### config.mk
export PLATFORM = sky130hd
export DESIGN_NAME = pixel_frame_feeder_flat
export DESIGN_NICKNAME = d
export VERILOG_FILES = /design/src/rtl/pixel_frame_feeder_if.sv /design/src/rtl/pixel_frame_feeder.sv /design/src/flat_wrapper.sv
export SDC_FILE = /design/constraint.sdc
export NUM_CORES = 1
export LEC_CHECK = 0
export CAP_MARGIN = 20
export CORE_UTILIZATION = 43
export DETAILED_ROUTE_END_ITERATION = 8
export PLACE_DENSITY_LB_ADDON = 0.25
export RECOVER_POWER = 100
export REMOVE_ABC_BUFFERS = 1
export SLEW_MARGIN = 20
export SYNTH_ARGS = -nofsm -noshare
export SYNTH_HDL_FRONTEND = slang
export SYNTH_SLANG_ARGS = --single-unit
### constraint.sdc
create_clock -name clk -period 3.93 [get_ports clk]
set_input_delay 1.179 -clock clk [delete_from_list [all_inputs] [get_ports clk]]
set_output_delay 1.179 -clock clk [all_outputs]
set_load 0.02 [all_outputs]
### src/rtl/pixel_frame_feeder_if.sv
// Purpose: byte-ingest and network-load signal bundle for pixel_frame_feeder.
// Ports: rx_byte/rx_valid/rx_ready byte stream in; image_pixel/store pixel load out;
//        store_finish/start/one_end frame handshake with the network.
interface pixel_frame_feeder_if;
  logic        [7:0]  rx_byte;
  logic               rx_valid;
  logic               rx_ready;
  logic signed [15:0] image_pixel;
  logic               store;
  logic               store_finish;
  logic               start;
  logic               one_end;

  // master: the feeder itself; slave: the byte source plus the network
  modport master (
    input  rx_byte, rx_valid, store_finish, one_end,
    output rx_ready, image_pixel, store, start
  );
  modport slave (
    output rx_byte, rx_valid, store_finish, one_end,
    input  rx_ready, image_pixel, store, start
  );
endinterface

### src/rtl/pixel_frame_feeder.sv
// Purpose: pair bytes into signed pixels, buffer them and load one frame into the network.
// Latency: high byte accepted at edge N (FIFO empty) -> store=1 with that pixel after edge N+1.
// Backpressure: rx_ready drops when the FIFO is full, the frame is fully accepted, or outside IDLE/LOAD.
// Ports: clk, n_reset (sync, active-low); bus = pixel_frame_feeder_if.master;
//        busy (state != IDLE), frame_cnt (completed frames), err_sync (sticky early store_finish).

// Small generic synchronous FIFO; caller never pushes when full nor pops when empty.
module fifo #(
  parameter int WIDTH = 16,
  parameter int DEPTH = 8
) (
  input  logic             clk,
  input  logic             n_reset,
  input  logic             in_vld,
  input  logic [WIDTH-1:0] in_dat,
  input  logic             out_rdy,
  output logic [WIDTH-1:0] out_dat,
  output logic             full,
  output logic             empty
);
  localparam int AW = $clog2(DEPTH);
  localparam int NW = $clog2(DEPTH + 1);

  logic [WIDTH-1:0] mem [DEPTH];
  logic [AW-1:0]    wr_ptr, rd_ptr;
  logic [NW-1:0]    count;

  assign out_dat = mem[rd_ptr];
  assign full    = (count == NW'(DEPTH));
  assign empty   = (count == '0);

  always_ff @(posedge clk) begin
    if (in_vld) mem[wr_ptr] <= in_dat;
  end

  always_ff @(posedge clk) begin
    if (!n_reset) begin
      wr_ptr <= '0;
      rd_ptr <= '0;
      count  <= '0;
    end else begin
      // DEPTH is a power of two, so pointers wrap naturally
      if (in_vld)  wr_ptr <= wr_ptr + AW'(1);
      if (out_rdy) rd_ptr <= rd_ptr + AW'(1);
      case ({in_vld, out_rdy})
        2'b10:   count <= count + NW'(1);
        2'b01:   count <= count - NW'(1);
        default: count <= count;
      endcase
    end
  end
endmodule

module pixel_frame_feeder #(
  parameter int FRAME_PIXELS = 784,
  parameter int FIFO_DEPTH   = 8
) (
  input  logic                clk,
  input  logic                n_reset,
  pixel_frame_feeder_if.master bus,
  output logic                busy,
  output logic [15:0]         frame_cnt,
  output logic                err_sync
);
  localparam int CW = $clog2(FRAME_PIXELS + 1);
  localparam logic [CW-1:0] FP_C = CW'(FRAME_PIXELS);

  typedef enum logic [1:0] {IDLE, LOAD, WAIT_STORE, RUN} state_t;

  state_t        state, state_nxt;
  logic [CW-1:0] acc_cnt;    // pixels assembled this frame
  logic [CW-1:0] st_cnt;     // pixels stored into the network this frame
  logic          phase_hi;   // next byte is the high byte
  logic [7:0]    lo_reg;
  logic          fifo_full, fifo_empty;
  logic [15:0]   fifo_dat;
  logic          rx_fire, push, pop;
  logic          start_nxt, frame_done;

  // Held low while n_reset is asserted so the source sees no acceptance during reset.
  assign bus.rx_ready = n_reset && (state == IDLE || state == LOAD) &&
                        !fifo_full && (acc_cnt < FP_C);
  assign rx_fire = bus.rx_valid && bus.rx_ready;
  assign push    = rx_fire && phase_hi;
  assign pop     = (state == LOAD) && !fifo_empty;
  assign busy    = (state != IDLE);

  fifo #(.WIDTH(16), .DEPTH(FIFO_DEPTH)) u_fifo (
    .clk     (clk),
    .n_reset (n_reset),
    .in_vld  (push),
    .in_dat  ({bus.rx_byte, lo_reg}),
    .out_rdy (pop),
    .out_dat (fifo_dat),
    .full    (fifo_full),
    .empty   (fifo_empty)
  );

  always_comb begin
    state_nxt  = state;
    start_nxt  = 1'b0;
    frame_done = 1'b0;
    case (state)
      IDLE:       if (rx_fire) state_nxt = LOAD;
      LOAD:       if (st_cnt == FP_C) state_nxt = WAIT_STORE;
      WAIT_STORE: if (bus.store_finish) begin
                    start_nxt = 1'b1;
                    state_nxt = RUN;
                  end
      RUN:        if (bus.one_end) begin
                    frame_done = 1'b1;
                    state_nxt  = IDLE;
                  end
      default:    state_nxt = IDLE;
    endcase
  end

  always_ff @(posedge clk) begin
    if (!n_reset) begin
      state           <= IDLE;
      bus.store       <= 1'b0;
      bus.image_pixel <= '0;
      bus.start       <= 1'b0;
      frame_cnt       <= '0;
      err_sync        <= 1'b0;
      acc_cnt         <= '0;
      st_cnt          <= '0;
      phase_hi        <= 1'b0;
      lo_reg          <= '0;
    end else begin
      state     <= state_nxt;
      bus.start <= start_nxt;
      bus.store <= pop;
      if (pop) begin
        bus.image_pixel <= fifo_dat;
        st_cnt          <= st_cnt + CW'(1);
      end
      if (rx_fire) begin
        if (phase_hi) begin
          phase_hi <= 1'b0;
          acc_cnt  <= acc_cnt + CW'(1);
        end else begin
          lo_reg   <= bus.rx_byte;
          phase_hi <= 1'b1;
        end
      end
      // Only reachable from RUN, so it never races the byte/pop updates above.
      if (frame_done) begin
        frame_cnt <= frame_cnt + 16'd1;
        acc_cnt   <= '0;
        st_cnt    <= '0;
        phase_hi  <= 1'b0;
      end
      // All stores complete before WAIT_STORE is entered, so an early finish
      // can only be seen in IDLE or LOAD.
      if (bus.store_finish && (state == IDLE || state == LOAD)) err_sync <= 1'b1;
    end
  end
endmodule
### src/flat_wrapper.sv
// flat-port wrapper written by rule: the top's interface ports become plain ports
module pixel_frame_feeder_flat 
#(
  parameter int FRAME_PIXELS = 784,
  parameter int FIFO_DEPTH   = 8
)
  (clk, n_reset, busy, frame_cnt, err_sync, bus_rx_byte, bus_rx_valid, bus_store_finish, bus_one_end, bus_rx_ready, bus_image_pixel, bus_store, bus_start);
  pixel_frame_feeder_if bus_i ();
  input  logic clk;
  input  logic n_reset;
  output logic busy;
  output logic [15:0] frame_cnt;
  output logic err_sync;
  input wire logic [$bits(bus_i.rx_byte)-1:0] bus_rx_byte;
  input wire logic [$bits(bus_i.rx_valid)-1:0] bus_rx_valid;
  input wire logic [$bits(bus_i.store_finish)-1:0] bus_store_finish;
  input wire logic [$bits(bus_i.one_end)-1:0] bus_one_end;
  output wire logic [$bits(bus_i.rx_ready)-1:0] bus_rx_ready;
  output wire logic [$bits(bus_i.image_pixel)-1:0] bus_image_pixel;
  output wire logic [$bits(bus_i.store)-1:0] bus_store;
  output wire logic [$bits(bus_i.start)-1:0] bus_start;
  assign bus_i.rx_byte = bus_rx_byte;
  assign bus_i.rx_valid = bus_rx_valid;
  assign bus_i.store_finish = bus_store_finish;
  assign bus_i.one_end = bus_one_end;
  assign bus_rx_ready = bus_i.rx_ready;
  assign bus_image_pixel = bus_i.image_pixel;
  assign bus_store = bus_i.store;
  assign bus_start = bus_i.start;
  pixel_frame_feeder #(.FRAME_PIXELS(FRAME_PIXELS), .FIFO_DEPTH(FIFO_DEPTH)) u_core (.clk(clk), .n_reset(n_reset), .bus(bus_i), .busy(busy), .frame_cnt(frame_cnt), .err_sync(err_sync));
endmodule
==> results.toml <==
[run_status]
outcome = "complete, but fails checks"
violations = "design-rule violations, max-capacitance violations, max-slew violations"

[cts]
cts_root_buf = "clkbuf_16"
htree_num_levels = 1
cts_tree = "yes"
cts-resized-gates = 0
clkTransAtPathRegs_ns = 0.06
cts_hold_buf = 0
cts_setup_buffers = 0
clockBufferDepth = 3
worstSkewPairLatency_ns = 0.49
cts.sinks = 204
numCtsBuffers = 22

[logic_synthesis]
syn_inst = 554
yosysUniqueCellTypes = 42
avgSynthCellArea_um2 = 14.61
synth-seq-area-share_pct = 66.31
synth_edf_count = 128
syn-cell-area_um2 = 8092
ys_ff_latch = 204
synth-main-ff-cell = "edfxtp_1"
async_flop_share_pct = 0
yosys_warnings = 0

[power]
powerDensity_nw_per_um2 = 483.1
power.leakage_nw = 3.228
ir_drop_v = 0.0002988

[drt]
wl_per_cell_um = 17.74
drt-initial-drc-count = 204
drc = 16
vias = 4591
dr.pass1.iters = 9
viasPerCell = 5.308
drt-total-wl_um = 15350
drt.antenna.violating_nets = 0

[die]
floorplan.initialDensity_pct = 44.44
die-area_um2 = 19370
ios = 50
die_h_um = 139.2
rows = 49
die_x_um = 139.2
fp.coreArea_um2 = 18210

[final_layout]
syn2layout_area_growth_pct = 17.94
fin_util_pct = 52.41
reg_top3 = "u_core.u_fifo.mem: 128 flops, u_core.bus.image_pixel: 16 flops, u_core.frame_cnt: 16 flops"
regMostFlops = "u_core.u_fifo.mem"
nets = 647
drive_gt1_share_pct = 11.81
largest_register_ffs = 128

[grt]
grt.total_usage_pct = 16.52
grt_max_degree = 59
grt-ovfl-total = 0
grt_pass1_vias = 4743
grt_antenna_before_repair = 0
grt_pass1_wl_um = 24890

[timing]
finalSetupTns_ns = 0
min_period_over_period_pct = 95.77
hold_violations = 0
clock.fmax_mhz = 265.7
rsz0062_at_grt = "false"
slew_headroom_pct = -11.93
worst_pin_slew_ns = 1.677
setup_viol = 0
report.final.slew_viol_count = 25
skew_ns = 0.009524
post-route-min-period_ns = 3.764

[job]
max-cap-violations = 1

[critical_path]
cp-start-kind = "flip-flop"
critPathKind = "flip-flop to primary output"
path_max_fanout = 4
crit_required_ns = 2.75
crit_arrival_ns = 2.58
end_kind = "primary output"

[placement]
dpl.hpwl_um = 9273
io_buffers = 49
globalplace.congestion = 0.7558

[worst_hold_path]
hold_path.class = "flip-flop to flip-flop"
==> synth_stat cells, types with 2 or more instances <==
library cell	number	area (um2)
a21boi_0	5	37.54
mux2i_1	26	260.3
edfxtp_1	128	3844
nand2_1	35	131.4
nand3_1	10	50.05
or4_1	3	22.52
nor2_1	18	67.56
o41ai_1	2	17.52
o21ai_0	23	115.1
nor3b_1	2	15.01
mux4_2	32	720.7
or3_1	5	31.28
xnor2_1	20	175.2
buf_1	5	18.77
and4_1	2	17.52
nor4b_1	2	17.52
dfxtp_1	76	1521
inv_1	13	48.80
and2_1	18	112.6
nand4_1	10	62.56
xor2_1	11	96.34
a21oi_1	28	140.1
nor3_1	10	50.05
nor4_1	4	25.02
nor2b_1	12	75.07
o31ai_1	3	22.52
clkbuf_1	19	71.32
and3_1	6	37.54
ha_1	13	162.7
==> through the flow <==
stage / total power, mW / std cells / hold slack (ns) / setup slack [ns] / area [um2]
global placement: 2.697 / 825 / 0.4755 / 0.3577 / 8950
finish: 4.610 / 865 / 0.5052 / 0.1661 / 9543
CTS: 4.673 / 864 / 0.5089 / 0.1770 / 9643
detailed placement: 2.710 / 825 / 0.4869 / 0.2471 / 8950
floorplan: 2.580 / 529 / 0.4573 / -0.1303 / 7996
global route: 4.772 / 864 / 0.5270 / 0.09210 / 9540
==> final cells by class <==
cell class / count / area, um2
Tap cell: 229 / 286.5
Antenna cell: 1 / 2.502
Clock inverter: 10 / 95.09
Sequential cell: 204 / 5366
Multi-Input combinational cell: 311 / 2572
Inverter: 14 / 52.55
Timing Repair Buffer: 67 / 569.3
Fill cell: 1481 / 8666
Clock buffer: 29 / 598.1
==> layer usage <==
| layer | share of wire, % | global-route usage [%] |
|---|---|---|
| met5 | 0 | 0 |
| met1 | 43 | 21.09 |
| met4 | 1.5 | 4.386 |
| met2 | 51 | 29.11 |
| met3 | 4.3 | 2.762 |
==> where the power goes <==
part / leakage (nW) / internal [mW] / total, mW / switching [mW]
Combinational: 1.11 / 0.122 / 0.277 / 0.155
Clock: 0.341 / 1.20 / 1.96 / 0.767
Sequential: 1.78 / 2.32 / 2.37 / 0.0447
Total: 3.23 / 3.64 / 4.61 / 0.967
==> cell usage in the layout (no fill, tap or decap), types with 5 or more instances in the layout <==
| master | n |
|---|---|
| nand2_1 | 35 |
| edfxtp_1 | 128 |
| and3_1 | 6 |
| a21oi_1 | 28 |
| xor2_1 | 11 |
| nor2b_1 | 12 |
| clkbuf_1 | 17 |
| clkbuf_2 | 5 |
| or3_1 | 5 |
| dlygate4sd3_1 | 46 |
| clkinv_1 | 5 |
| and2_1 | 6 |
| ha_1 | 13 |
| inv_1 | 13 |
| mux4_2 | 32 |
| clkbuf_16 | 23 |
| dfxtp_1 | 75 |
| nor3_1 | 10 |
| a21boi_0 | 5 |
| nand4_1 | 10 |
| and2_0 | 12 |
| o21ai_0 | 23 |
| mux2i_1 | 26 |
| nor2_1 | 18 |
| nand3_1 | 10 |
| xnor2_1 | 20 |
==> critical path: stages, from the launching register on <==
cell	delay, ns
dfxtp_1	0.34
or4_1	0.58
a32oi_1	0.37
and3_1	0.21
clkdlybuf4s50_1	0.60
==> worst paths after layout <==
check | startpoint | end | slack [ns] | depth (start not counted)
max | u_core.acc_cnt[4] | bus_rx_ready | 0.17 | 4
min | u_core.err_sync | u_core.err_sync | 0.51 | 2
max reg2reg | u_core.acc_cnt[4] | u_core.u_fifo.mem[0][3] | 0.66 | 7
min reg2reg | u_core.err_sync | u_core.err_sync | 0.51 | 2
==> cell families after synthesis <==
kind of cell | synth area share, %
compound gates | 4.794
xor+xnor | 3.355
fa+ha+maj | 2.258
buf+inv | 1.825
flops | 66.31
mux | 12.12
simple gates | 9.340
(Power assumes the default switching activity.)
